<file path="config.mk">
export PLATFORM = sky130hd
export DESIGN_NAME = medidor_eco_ultrasonido
export DESIGN_NICKNAME = d
export VERILOG_FILES = /design/src/rtl/ultrasonido_pkg.sv /design/src/rtl/echo_sync_edge.sv /design/src/rtl/medidor_eco_ultrasonido.sv
export SDC_FILE = /design/constraint.sdc
export NUM_CORES = 1
export LEC_CHECK = 0
export BUFFER_PORTS_ARGS = -buffer_cell sky130_fd_sc_hd__clkbuf_2
export CAP_MARGIN = 20
export CORE_UTILIZATION = 30
export CTS_BUF_LIST = sky130_fd_sc_hd__clkbuf_8
export CTS_CLUSTER_DIAMETER = 200
export DETAILED_ROUTE_END_ITERATION = 16
export PLACE_DENSITY = 0.41
export SLEW_MARGIN = 20
export SYNTH_ARGS = -nofsm -noshare
export SYNTH_HDL_FRONTEND = slang
export SYNTH_SLANG_ARGS = --single-unit
</file>
<file path="constraint.sdc">
create_clock -name clk -period 3.3 [get_ports clk]
set_input_delay 0 -clock clk [delete_from_list [all_inputs] [get_ports clk]]
set_output_delay 0 -clock clk [all_outputs]
set_load 0.01 [all_outputs]
</file>
<file path="src/rtl/ultrasonido_pkg.sv">
// Shared constants and FSM encoding for the ultrasonic ranging path (trigger and echo timing).
package ultrasonido_pkg;

  typedef enum logic [1:0] {
    IDLE    = 2'd0,
    WAIT_HI = 2'd1,
    MEASURE = 2'd2,
    DONE    = 2'd3
  } state_t;

  localparam int US_PER_CM       = 58;
  localparam int TIMEOUT_US_DEF  = 38000;
  localparam int CLKS_PER_US_DEF = 100;
  localparam int TRIG_US         = 10;

  // Echo glitch filter: level must hold this many samples before it is accepted.
  localparam int FILT_LEN = 16;
  localparam int FILT_W   = $clog2(FILT_LEN);

  function automatic int cnt_w(input int n);
    return (n > 1) ? $clog2(n) : 1;
  endfunction

endpackage

</file>
<file path="src/rtl/echo_sync_edge.sv">
// Echo synchronizer and edge detector; registered rise/fall pulses, 3 clk after the pin (+16 with ECHO_FILTER_EN).
// No backpressure: edges are single-cycle pulses; ECHO_FILTER_EN inserts a 16-sample glitch filter.
module echo_sync_edge (
  input  logic clk,
  input  logic reset,
  input  logic echo,
  output logic rise,
  output logic fall
);
  import ultrasonido_pkg::*;

  logic s1, s2, lvl, prev;

  always_ff @(posedge clk) begin
    if (reset) begin
      s1 <= 1'b0;
      s2 <= 1'b0;
    end else begin
      s1 <= echo;
      s2 <= s1;
    end
  end

`ifdef ECHO_FILTER_EN
  logic [FILT_W-1:0] fcnt;
  logic              filt;

  // Counts consecutive samples disagreeing with the filtered level.
  always_ff @(posedge clk) begin
    if (reset) begin
      fcnt <= '0;
      filt <= 1'b0;
    end else if (s2 == filt) begin
      fcnt <= '0;
    end else if (fcnt == FILT_W'(FILT_LEN - 1)) begin
      fcnt <= '0;
      filt <= s2;
    end else begin
      fcnt <= fcnt + 1'b1;
    end
  end

  assign lvl = filt;
`else
  assign lvl = s2;
`endif

  always_ff @(posedge clk) begin
    if (reset) begin
      prev <= 1'b0;
      rise <= 1'b0;
      fall <= 1'b0;
    end else begin
      prev <= lvl;
      rise <= lvl & ~prev;
      fall <= ~lvl & prev;
    end
  end

endmodule

</file>
<file path="src/rtl/medidor_eco_ultrasonido.sv">
// Times the ultrasonic echo pulse and converts its width to centimetres; one valid or timeout per start.
// Result 4 clk after the pin falls; starts while busy or in the result cycle are dropped (ECHO_FILTER_EN optional).
module medidor_eco_ultrasonido #(
  parameter int CLKS_PER_US = ultrasonido_pkg::CLKS_PER_US_DEF,
  parameter int US_PER_CM   = ultrasonido_pkg::US_PER_CM,
  parameter int TIMEOUT_US  = ultrasonido_pkg::TIMEOUT_US_DEF,
  parameter int CM_W        = 9
) (
  input  logic            clk,
  input  logic            reset,
  input  logic            start,
  input  logic            echo,
  output logic            busy,
  output logic [CM_W-1:0] dist_cm,
  output logic            valid,
  output logic            timeout
);
  import ultrasonido_pkg::*;

  localparam int PRE_W = cnt_w(CLKS_PER_US);
  localparam int SUB_W = cnt_w(US_PER_CM);
  localparam int TMO_W = cnt_w(TIMEOUT_US + 1);

  state_t state, state_nxt;

  logic rise, fall;
  logic clr_all, clr_width, latch, set_tmo, cnt_en;
  logic us_tick, sub_wrap, tmo_hit, tmo_flag;

  logic [PRE_W-1:0] pre, pre_nxt;
  logic [SUB_W-1:0] sub, sub_nxt;
  logic [TMO_W-1:0] tmo_us, tmo_nxt;
  logic [CM_W-1:0]  cm_cnt, cm_nxt;

  echo_sync_edge u_sync (
    .clk   (clk),
    .reset (reset),
    .echo  (echo),
    .rise  (rise),
    .fall  (fall)
  );

  assign us_tick  = (pre == PRE_W'(CLKS_PER_US - 1));
  assign pre_nxt  = us_tick ? '0 : pre + 1'b1;
  assign tmo_hit  = (tmo_us == TMO_W'(TIMEOUT_US));
  assign tmo_nxt  = (us_tick && !tmo_hit) ? tmo_us + 1'b1 : tmo_us;
  assign sub_wrap = us_tick && (sub == SUB_W'(US_PER_CM - 1));
  assign sub_nxt  = !us_tick ? sub : (sub_wrap ? '0 : sub + 1'b1);
  // Includes the tick landing on the fall cycle so the result is floor(width/US_PER_CM).
  assign cm_nxt   = (sub_wrap && (cm_cnt != '1)) ? cm_cnt + 1'b1 : cm_cnt;
  assign cnt_en   = (state == WAIT_HI) || (state == MEASURE);

  always_ff @(posedge clk) begin
    if (reset) state <= IDLE;
    else       state <= state_nxt;
  end

  always_comb begin
    state_nxt = state;
    clr_all   = 1'b0;
    clr_width = 1'b0;
    latch     = 1'b0;
    set_tmo   = 1'b0;
    case (state)
      IDLE: begin
        if (start) begin
          state_nxt = WAIT_HI;
          clr_all   = 1'b1;
        end
      end
      WAIT_HI: begin
        if (rise) begin
          state_nxt = MEASURE;
          clr_width = 1'b1;
        end else if (tmo_hit) begin
          state_nxt = DONE;
          set_tmo   = 1'b1;
        end
      end
      MEASURE: begin
        // A fall coinciding with the timeout still yields a measurement.
        if (fall) begin
          state_nxt = DONE;
          latch     = 1'b1;
        end else if (tmo_hit) begin
          state_nxt = DONE;
          set_tmo   = 1'b1;
        end
      end
      DONE:    state_nxt = IDLE;
      default: state_nxt = IDLE;
    endcase
  end

  always_ff @(posedge clk) begin
    if (reset) begin
      pre      <= '0;
      sub      <= '0;
      tmo_us   <= '0;
      cm_cnt   <= '0;
      dist_cm  <= '0;
      tmo_flag <= 1'b0;
    end else begin
      if (clr_all) begin
        pre    <= '0;
        sub    <= '0;
        tmo_us <= '0;
        cm_cnt <= '0;
      end else if (clr_width) begin
        pre    <= '0;
        sub    <= '0;
        tmo_us <= tmo_nxt;
      end else if (cnt_en) begin
        pre    <= pre_nxt;
        tmo_us <= tmo_nxt;
        if (state == MEASURE) begin
          sub    <= sub_nxt;
          cm_cnt <= cm_nxt;
        end
      end
      if (latch) dist_cm <= cm_nxt;
      if (clr_all)      tmo_flag <= 1'b0;
      else if (set_tmo) tmo_flag <= 1'b1;
    end
  end

  assign busy    = (state != IDLE);
  assign valid   = (state == DONE) && !tmo_flag;
  assign timeout = (state == DONE) && tmo_flag;

endmodule

</file>
==> results by group <==
Route
  – Post-route ant nets: 0
  – Router iterations before antenna repair: 4
  – Drt total wl: 6060 um
  – Initial DRC Count: 35
  – Vias/cell: 5.07
  – Routed via count: 2227
  – Remaining DRCs: 0
  – DR WL/cell: 13.8 um

Yosys
  – Main synth FF type: dfxtp_1
  – Synth warn: 0
  – Synth area leaders: dfxtp_1 41%, ha_1 6.0%, or3_1 5.1%
  – Synth unique cells: 37
  – EDFF count, synth: 0
  – Area of the mapped netlist: 2700 um^2
  – Synth Instances: 319
  – Ys async rst share: 0%
  – Area leader, netlist: dfxtp_1
  – Most frequent cell after synthesis: dfxtp_1
  – Register area share after synthesis: 40.7%
  – Post-synth top area share: 40.7%
  – Syn nets: 336
  – FF+latch count, synth: 55
  – Commonest cells post-synth: 55 x dfxtp_1, 32 x nor2_1, 23 x a21oi_1
  – Syn_area_per_cell: 8.48 um^2

GRT
  – First-pass GRT wire length: 10300 um
  – Largest net degree at the start of global routing: 26
  – Initial antenna violation count: 0
  – Global Route Usage Sum: 13.3%
  – Vias in the first global route: 2118
  – Gr ovfl total: 0

STA
  – Max-slew violation count: 0
  – Part of the cycle the worst path needs: 82.9%
  – Rel. slew slack: 38.4%
  – Max frequency: 0.366 GHz
  – Clk_skew: 0.0155 ns
  – Setup Total Neg Slack: 0 ns
  – Final hold viol count: 0
  – # setup viols final: 0
  – Worst-margin pin slew: 0.924 ns
  – Tmin final: 2.74 ns
  – RSZ-0062 raised after global routing: no

Clock network
  – Clk_lat worst skew: 0.31 ns
  – CTS Buf Count: 5
  – CTS tree: built
  – Post-CTS Setup Repair Bufs: 0
  – Htree depth: 2
  – Clk pin slew, worst setup/hold paths: 0.11 ns
  – Clock Tree Buf Depth: 2
  – # resized after CTS: 0
  – # clock sinks: 55
  – CTS Root Cell: clkbuf_8

Placement
  – Placed inst area: 2870 um^2
  – RePlAce Congestion: 0.728
  – Buffers added on ports: 15
  – Dpl hpwl: 4220 um

Critical path
  – R2r endpoint: cm_cnt[7]
  – Crit Path Class: reg -> reg
  – CP Data Arrival Time: 2.98 ns
  – Worst path max stage delay: 0.68 ns
  – CP required: 3.54 ns
  – Worst path cell trace: ha_1 > nand3_1 > or2_2 > nor2_1 > ha_1 > nand3b_1 > or4_1 > or4_1 > a21oi_1
  – Crit Path Max Fanout: 12
  – Slowest-stage cell, CP: or4_1
  – R2r setup slk: 0.56 ns
  – Reg-to-reg critical path startpoint: cm_cnt[0]
  – Crit start category: flip-flop
  – R2R cell count: 9
  – Critical path capture point type: flip-flop

Min path
  – Worst hold start: reset
  – Worst Hold Class: in -> reg
  – Min-Delay Path Depth: 2
  – WHS Endpoint: dist_cm[3]

Cells and area
  – Util after Layout: 34.2%
  – Share of cells above drive strength 1: 9.37%
  – Nets: 347
  – Final instance area: 2980 um^2
  – Area Overhead vs Synth: 10.3%
  – Antenna cells: 0
  – Fill cells: 929

Die
  – Die X: 96.9 um
  – Core Box Area: 8720 um^2
  – Cell Rows: 34
  – Die Ht: 96.9 um
  – Starting Density: 31.0%
  – Die ar.: 9400 um^2
  – # IOs: 16

Power and ir drop
  – P_leak: 0.957 nW
  – Power Dens Cells: 396 nW/um^2
  – VDD IR max: 201 uV

Job
  – Max-cap violation count: 0

Outcome
  – Status: finished, final reports clean
per-layer routing:
metal  routed length (um)  global-route usage [%]  vias up  share of wire (%)
met3                   82                    2.67        7                1.4
met2                 2800                    21.9       12                 46
met1                 3090                    17.5     1034                 51
met4                   86                    4.25        0                1.4
li1                     -                       -     1174                  -
met5                    0                       0        -                  0
worst max path at each step:
stage,start,endpoint,slack (ns),cells past startpoint
6_report,cm_cnt[0],cm_cnt[7],0.56,9
5_1_grt,cm_cnt[0],cm_cnt[7],0.34,9
4_1_cts,cm_cnt[0],dist_cm[7],0.54,9
3_5_place_dp,cm_cnt[0],dist_cm[7],0.57,9
3_3_place_gp,cm_cnt[0],cm_cnt[7],0.65,9
2_1_floorplan,cm_cnt[0],dist_cm[7],0.76,10
logic make-up (layout without fill, tap and decap cells):
family                   count (synthesis)  in the layout  synth area share [%]
buffers and inverters                   30             42                  4.44
adder cells (fa/ha/maj)                 13             13                  6.02
XOR/XNOR                                13             13                  4.21
multiplexers                             5              5                  1.85
flip-flops                              55             55                  40.7
AND/OR/NAND/NOR                        135            135                  27.5
AO/OA/AOI/OAI                           68             68                  15.2
through the flow:
stage | std cells | worst slack [ns] | power (mW) | hold slack (ns)
CTS | 439 | 0.541 | 1.20 | 0.110
finish | 439 | 0.564 | 1.18 | 0.126
detailed placement | 430 | 0.572 | 0.773 | 0.232
global route | 439 | 0.344 | 1.24 | 0.138
global placement | 430 | 0.646 | 0.774 | 0.237
floorplan | 319 | 0.763 | 0.749 | 0.128
layout make-up:
type / count / area [um^2] / area share [%]
well taps: 108 / 135 / 4.53
repair buffers: 18 / 100 / 3.36
flip-flops and latches: 55 / 1100 / 36.9
multi-input cells: 234 / 1480 / 49.7
inverters: 16 / 60.1 / 2.01
clock inverters: 1 / 7.51 / 0.252
clock buffers: 7 / 96.3 / 3.23
flip-flops by register name, indices dropped and copies added (netlist names):
register and count:
u_sync.lvl 1, tmo_us 16, cm_cnt 9, u_sync.rise 1, u_sync.prev 1, tmo_flag 1, dist_cm 9, state 2
u_sync.s1 1, sub 6, pre 7, u_sync.fall 1
timing repair:
| action | 4_1_cts | 5_1_grt |
|---|---|---|
| hold buffers | 1 | 0 |
| hold endpoints to repair | 1 | 0 |
| setup endpoints to repair | 0 | 0 |
power by group:
group          leakage [nW]  internal [mW]  switching (mW)
Combinational         0.462         0.0294          0.0543
Sequential            0.444          0.670         0.00571
Clock                0.0505          0.192           0.230
Total                 0.957          0.891           0.290
critical path: cells and delay by family, from the launching register on:
kind,cells,cell delay [ns]
AND/OR/NAND/NOR,6,1.76
AO/OA/AOI/OAI,1,0.14
flip-flops,1,0.37
adder cells (fa/ha/maj),2,0.39
cell usage in the layout, fill, tap and decap left out, types with 7 or more instances in the layout:
cell type / synthesis / routed
nand2_1: 19 / 19
dfxtp_1: 55 / 55
a21oi_1: 23 / 23
ha_1: 13 / 13
clkbuf_8: 0 / 7
clkbuf_2: 0 / 15
or4_1: 15 / 15
nand3_1: 8 / 8
nand4_1: 7 / 7
nor2b_1: 7 / 7
inv_1: 16 / 16
o21ai_0: 20 / 20
o31ai_1: 7 / 7
xnor2_1: 8 / 8
or3_1: 22 / 22
nor2_1: 32 / 32
(Power assumes the default switching activity.)
